==> src/rtl/menu_flow_ctrl.sv <==
// menu_flow_ctrl: game-flow sequencer for the difficulty menu.
//
// Conditions the four raw push buttons (two-flop synchronizer, debounce,
// rising-edge press pulse). It then runs the MENU -> PLAYING -> RESULT -> MENU
// flow:
//   - In MENU, a three-entry cursor moves with up/down, and select latches
//     the difficulty.
//   - PLAYING ends on back (straight to MENU), game_over or level_done.
//   - RESULT is held for RESULT_CYCLES, or skipped with select.
//
// Ports:
//   clk            system clock
//   reset          asynchronous active-low reset
//   btn_up/down    raw cursor buttons
//   btn_select     raw confirm / skip button
//   btn_back       raw abort-game button
//   game_over      synchronous pulse, player hit a wall
//   level_done     synchronous pulse, player reached the goal
//   sel_idx        cursor position 0..2
//   cursor_enable  high in MENU
//   game_enable    high in PLAYING
//   difficulty     difficulty latched on select, 0..2
//   game_start     one-cycle pulse on MENU -> PLAYING
//   result_on      high in RESULT
//   result_win     1 = level_done, 0 = game_over (valid while result_on)
//   state          MENU=00, PLAYING=01, RESULT=10
module menu_flow_ctrl #(
  parameter int DEB_CYCLES    = 1_000_000,
  parameter int RESULT_CYCLES = 200_000_000,
  parameter int CNT_W         = 28
) (
  input  logic       clk,
  input  logic       reset,
  input  logic       btn_up,
  input  logic       btn_down,
  input  logic       btn_select,
  input  logic       btn_back,
  input  logic       game_over,
  input  logic       level_done,
  output logic [1:0] sel_idx,
  output logic       cursor_enable,
  output logic       game_enable,
  output logic [1:0] difficulty,
  output logic       game_start,
  output logic       result_on,
  output logic       result_win,
  output logic [1:0] state
);

  typedef enum logic [1:0] {
    MENU    = 2'b00,
    PLAYING = 2'b01,
    RESULT  = 2'b10,
    ILLEGAL = 2'b11
  } state_t;

  localparam int NB  = 4;
  localparam int UP  = 0;
  localparam int DN  = 1;
  localparam int SEL = 2;
  localparam int BK  = 3;

  localparam logic [CNT_W-1:0] DEB_LAST = CNT_W'(DEB_CYCLES - 1);
  localparam logic [CNT_W-1:0] RES_LAST = CNT_W'(RESULT_CYCLES - 1);

  logic [NB-1:0]    raw;
  logic [NB-1:0]    sync1;
  logic [NB-1:0]    sync2;
  logic [NB-1:0]    deb;
  logic [NB-1:0]    deb_d;
  logic [NB-1:0]    press;
  logic [CNT_W-1:0] deb_cnt [NB];

  state_t           st;
  logic [CNT_W-1:0] res_cnt;

  assign raw = {btn_back, btn_select, btn_down, btn_up};

  // Button conditioning. The debounce counter only runs while the
  // synchronized input disagrees with the debounced level. Any agreeing
  // sample restarts it, so only an unbroken run of DEB_CYCLES differing
  // samples flips the level.
  always_ff @(posedge clk or negedge reset) begin
    if (!reset) begin
      sync1 <= '0;
      sync2 <= '0;
      deb   <= '0;
      deb_d <= '0;
      press <= '0;
      for (int i = 0; i < NB; i++) begin
        deb_cnt[i] <= '0;
      end
    end else begin
      sync1 <= raw;
      sync2 <= sync1;
      deb_d <= deb;
      // Registered rising edge of the debounced level; releases give nothing.
      press <= deb & ~deb_d;
      for (int i = 0; i < NB; i++) begin
        if (sync2[i] == deb[i]) begin
          deb_cnt[i] <= '0;
        end else if (deb_cnt[i] == DEB_LAST) begin
          deb_cnt[i] <= '0;
          deb[i]     <= ~deb[i];
        end else begin
          deb_cnt[i] <= deb_cnt[i] + 1'b1;
        end
      end
    end
  end

  // Flow FSM. game_start defaults low so that it is a single-cycle pulse.
  always_ff @(posedge clk or negedge reset) begin
    if (!reset) begin
      st         <= MENU;
      sel_idx    <= 2'd0;
      difficulty <= 2'd0;
      game_start <= 1'b0;
      result_win <= 1'b0;
      res_cnt    <= '0;
    end else begin
      game_start <= 1'b0;
      case (st)
        MENU: begin
          // Select takes the cursor as it stands and overrides any
          // up/down pulse in the same cycle.
          if (press[SEL]) begin
            difficulty <= sel_idx;
            game_start <= 1'b1;
            st         <= PLAYING;
          end else if (press[UP] && !press[DN]) begin
            sel_idx <= (sel_idx == 2'd0) ? 2'd2 : sel_idx - 2'd1;
          end else if (press[DN] && !press[UP]) begin
            sel_idx <= (sel_idx == 2'd2) ? 2'd0 : sel_idx + 2'd1;
          end
        end
        PLAYING: begin
          // Back beats game events; game_over beats level_done.
          if (press[BK]) begin
            st <= MENU;
          end else if (game_over) begin
            result_win <= 1'b0;
            res_cnt    <= '0;
            st         <= RESULT;
          end else if (level_done) begin
            result_win <= 1'b1;
            res_cnt    <= '0;
            st         <= RESULT;
          end
        end
        RESULT: begin
          if (press[SEL] || res_cnt == RES_LAST) begin
            res_cnt <= '0;
            st      <= MENU;
          end else begin
            res_cnt <= res_cnt + 1'b1;
          end
        end
        default: begin
          st <= MENU;
        end
      endcase
    end
  end

  assign state         = st;
  assign cursor_enable = (st == MENU);
  assign game_enable   = (st == PLAYING);
  assign result_on     = (st == RESULT);

endmodule

==> config.mk <==
export PLATFORM = sky130hd
export DESIGN_NAME = menu_flow_ctrl
export DESIGN_NICKNAME = d
export VERILOG_FILES = /design/src/rtl/menu_flow_ctrl.sv
export SDC_FILE = /design/constraint.sdc
export NUM_CORES = 1
export LEC_CHECK = 0
export ABC_AREA = 1
export CORE_MARGIN = 3
export CORE_UTILIZATION = 40
export DETAILED_ROUTE_END_ITERATION = 8
export PLACE_DENSITY = 0.54
export SLEW_MARGIN = 15
export SYNTH_ARGS = -nofsm -noshare
export SYNTH_HDL_FRONTEND = slang
export SYNTH_SLANG_ARGS = --single-unit
==> constraint.sdc <==
create_clock -name clk -period 1.6 [get_ports clk]
set_clock_uncertainty 0.15 [all_clocks]
set_input_delay 0.16 -clock clk [delete_from_list [all_inputs] [get_ports clk]]
set_output_delay 0.16 -clock clk [all_outputs]
set_load 0.005 [all_outputs]
* After elaboration in Yosys (flattened, before gate mapping) *
Cells that the tools add are included.

cells by class
  bitwise logic cells = 12
  reductions and logical operators = 19
  add/subtract/negate cells = 7
  eq/ne operators = 17
  mux-type cells = 27

operators by type and width
  operator                                               count
  2-to-1 mux 28 bit                                      12
  adder 28 x 1 -> 28 bit, second input constant          5
  == test 28 x 20 -> 1 bit, second input constant        4
  case mux 28 bit (2 select lines)                       1
  == test 28 bit, second input constant                  1
  2-to-1 mux 2 bit                                       9
  AND reduction 3 bit                                    4
  NOT 1 bit                                              10
  AND reduction 2 bit                                    5
  case mux 2 bit (3 select lines)                        1
  nonzero test 2 bit                                     3
  bitwise AND 4 bit                                      1
  == test 1 bit                                          4
  == test 2 bit, second input constant                   2
  logical NOT 2 bit                                      2
  2-to-1 mux 1 bit                                       4
  inequality test 2 x 1 -> 1 bit, second input constant  2
  inequality test 4 x 3 -> 1 bit, second input constant  1
  NOT 4 bit                                              1
  inequality test 3 bit, second input constant           1
  adder 2 x 1 -> 2 bit, second input constant            1
  == test 2 x 1 -> 1 bit, second input constant          1
  logical AND 1 bit                                      2
  logical NOT 1 bit                                      2
  3 further kinds                                        3

storage, ports and cells
  register bits = 168
  output and inout port bits = 11
  word-level logic and storage cells = 100
  input bits = 8

* Depth between registers and ports, before layout *
  depth after elaboration = 4
  mapped depth = 11
  gate-level depth less buffers = 10

* Worst setup path before layout *
No wires, ideal clock.

  kind = flip-flop to flip-flop
  from = register res_cnt[0]
  to = register res_cnt[9]
  data arrival time = 1.326 ns
  period minus slack after synthesis = 1.605 ns
  setup slack = -0.005 ns
  stages on the path, launching flop included = 10
  library setup time = 0.129 ns
  data required time = 1.321 ns
  path buffers = 1
  cells stage by stage = dfrtp_1 -> ha_1 -> nand3_2 -> inv_2 -> nand2_4 -> nor2_4 -> nand2_2 -> nand2_4 -> buf_12 -> o22ai_2

on the way
  word-level cells in the longest chain between the ends = 4
  elaborated cells between the ends (all ways) = 5
  classes of those cells = 1 x add/sub; 1 x eq/ne; 2 x mux; 1 x reduce/logical

RTL lines
  what                                                            RTL line  source
  from (decl)                                                     75        logic [CNT_W-1:0] res_cnt;
  from (signal assigned)                                          156       res_cnt <= res_cnt + 1'b1;
  branches (longest 2 deep; another with adder 28 x 1 -> 28 bit)  --
  2-to-1 mux 28 bit *                                             152       if (press[SEL] || res_cnt == RES_LAST) begin
  case mux 28 bit (2 select lines) *                              123       case (st)

Every way passes the cells marked *.
A chain may end at the register's enable or synchronous reset.

* Final worst setup path *
  from = register st[0], in the netlist state[0]
  to = register res_cnt[19]

on the way
  word-level cells in the longest chain between the ends = 3
  elaborated cells between the ends (all ways) = 7
  classes of those cells = 4 x eq/ne; 1 x mux; 2 x reduce/logical

RTL lines
  what                                                            RTL line  source
  from (decl)                                                     74        state_t st;
  from (signal assigned)                                          115       st <= MENU;
  from (signal assigned)                                          130       st <= PLAYING;
  from (signal assigned)                                          140       st <= MENU;
  == test 2 x 1 -> 1 bit or == test 2 bit (tied branches)         123
  inequality test 3 bit (no source line) (tied with other cells)  --
  AND reduction 3 bit (no source line)                            --

Parallel ways exist; a longest one is shown, timed or not.

==> results.md <==
* Status: complete, but fails checks
* Violated checks: setup timing
* Setup TNS Final at -0.936 ns
* Register area share after synthesis at 0.430
* Ant diodes at 0
* Largest net degree at the start of global routing at 42
* Data required, critical path at 1.81 ns
* Worst setup startpoint: state[0]$_DFFE_PN0P_
* First-pass GRT wire length at 42900 um
* Startpoint types: flop
* WL per Instance at 13.8 um
* Yosys cell types at 43
* Via density at 4.80
* Core ar. at 23800 um^2
* Horiz. Die Dim at 162 um
* Highest clock rate at 0.596 GHz
* Final WS setup at -0.0773 ns
* Die height at 162 um
* Yosys reg bits at 168
* Setup violators final at 28
* H-tree depth at 4
* Syn-to-layout area delta at 37.9%
* Initial antenna violation count at 0
* Max-slew violation count at 0
* GRT overflow at 0
* WP data arrival at 1.89 ns
* VDD IR max at 505 uV
* Synth warnings at 0
* Most frequent cells in the layout: nand2_1 (337), nor2_1 (230), buf_4 (167)
* RSZ-0062 raised after global routing: true
* Detail Route Antenna Nets at 0
* CTS buffer count at 17
* CTS root buf: clkbuf_16
* Synthesized area at 9780 um^2
* Max Cap Violations at 0
* Final Critical Period at 1.68 ns
* Clock Pin Slew Worst Setup and Hold Paths at 0.07 ns
* Detailed Place HPWL at 19200 um
* GPL Wtd Cong at 0.947
* Worst R2R Start: state[0]$_DFFE_PN0P_
* Worst slew margin at 0.705
* First-pass iteration count of the detailed router at 5
* Via count at 9245
* Layout cell share with drive strength beyond 1 at 0.319
* CTS tree: built
* Commonest non-fill, non-tap cell in the layout: nand2_1
* Drt drc at 0
* Starting density of the core at 0.412
* Clock Tree Buf Depth at 2
* Total Wirelength at 26500 um
* Tot Pwr at 8.67 mW
* Fill cell count at 2230
* Final period util at 1.05
* PortBufs at 18
* Full die area at 26400 um^2
* FF-to-FF setup slack at -0.08 ns
* Nets@finish at 1610
* Power Dens Cells at 643 nW/um^2
* Hold Fails Final Rpt at 0
* Clk sink count at 168
* Row Count at 56
* Worst hold-check path type: primary input to flop
* Syn Inst Count at 1360
* Lkg Pwr at 6.27 nW
* Total GRT Usage at 0.200
* Synth Net Count at 1377
* DR iter-0 viols at 496
* Vias in the first global route at 8800
* Crit Path Class: flop to flop
* Slew at the pin with the worst max-slew slack at 0.439 ns
* CP Max Fanout at 8
* Crit path capture type: flop
* Num ports at 19
* Mapped Avg Cell Area at 7.19 um^2
* Hold wc startpoint: btn_select
* Worst-skew pair later-pin latency at 0.43 ns
[layer usage]
layer	global-route usage	routed length [um]
met5	0	0
met4	0.0585	400
met3	0.0277	928
met2	0.318	12200
met1	0.286	13000
[final cells by class]
| class | count | area [um^2] | share of cell area |
|---|---|---|---|
| clock buffer | 19 | 443 | 0.0328 |
| clock inverter | 13 | 118 | 0.00872 |
| inverter | 144 | 554 | 0.0411 |
| multi-input combinational | 1035 | 5800 | 0.430 |
| sequential | 168 | 4220 | 0.313 |
| tap | 319 | 399 | 0.0296 |
| timing repair buffer | 226 | 1950 | 0.145 |
| timing repair inverter | 1 | 7.51 | 0.000557 |
[what timing repair did]
action / CTS / global route
buffers inserted: 16 / 34
setup endpoints to repair: 62 / 136
pin swaps: 15 / 83
hold endpoints to repair: 168 / 0
gates resized for setup: 81 / 244
cloned: 1 / 1
hold buffers: 1 / 0
[registers in the layout (all words and copies together), names as in the netlist, 4 cells and up]
register and flops:
res_cnt 28, deb_cnt 112, press 4, sync2 4, deb_d 4, deb 4
sync1 4
[metrics by stage]
step / instances / hold slack, ns / cell area (um^2) / worst slack [ns] / utilization
global placement: 1845 / -0.0104 / 11600 / -0.113 / 0.487
finish: 1925 / 0.0163 / 13500 / -0.0773 / 0.568
floorplan: 1360 / -0.286 / 9780 / -0.00192 / -
global route: 1925 / 0.000332 / 13500 / -0.185 / 0.568
detailed placement: 1845 / -0.0136 / 11600 / -0.131 / 0.487
CTS: 1894 / 0.00186 / 12500 / -0.159 / 0.526
[cells by family (layout without fill, tap and decap cells)]
group           count (synthesis)  in the layout  share of synthesized area
fa+ha+maj                       9              9                     0.0115
compound gates                 45             45                     0.0312
flops                         168            168                      0.430
simple gates                  908            909                      0.399
buf+inv                       158            403                     0.0642
xor+xnor                       72             72                     0.0645
[power by group]
| group | internal [mW] | switching (mW) | leakage [nW] |
|---|---|---|---|
| combinational | 0.147 | 0.218 | 3.83 |
| clock | 2.20 | 1.78 | 0.275 |
| sequential | 4.28 | 0.0368 | 2.16 |
[cells in the mapped netlist (all sizes together)]
cell / number / area share
and2: 1 / 0.00077
nor2b: 1 / 0.00064
a21boi: 1 / 0.0012
o211ai: 2 / 0.0015
nor2: 326 / 0.14
o21bai: 4 / 0.0031
nor4: 1 / 0.00064
clkbuf: 7 / 0.0027
buf: 7 / 0.0063
xnor2: 22 / 0.020
nor3b: 1 / 0.0013
dfrtp: 168 / 0.43
nand4: 35 / 0.022
and3: 2 / 0.0013
o21ai: 25 / 0.015
nand3b: 1 / 0.00077
nand2: 400 / 0.16
ha: 9 / 0.012
o31ai: 1 / 0.00077
inv: 144 / 0.055
nor3: 40 / 0.023
a21oi: 9 / 0.0058
o22ai: 3 / 0.0038
xor2: 50 / 0.045
nand3: 97 / 0.052
or2: 3 / 0.0019
[worst max-delay path, stage by stage (launching register included)]
cell	delay, ns
dfrtp_1	0.42
buf_6	0.13
nor2_4	0.11
buf_6	0.14
inv_4	0.03
nor2_4	0.09
a21boi_4	0.21
buf_6	0.18
nand3_2	0.09
nand2_1	0.06
[worst paths after layout]
path,end,depth (start not counted)
max reg2reg,res_cnt[19]$_DFFE_PN0P_,9
min,sync1[2]$_DFF_PN0_,1
min in group asynchronous,deb_cnt[95]$_DFF_PN0_,2
max in group asynchronous,deb_cnt[6]$_DFF_PN0_,3
max,res_cnt[19]$_DFFE_PN0P_,9
min reg2reg,sync2[2]$_DFF_PN0_,0
Note: power is estimated with default switching activity, not from simulation.
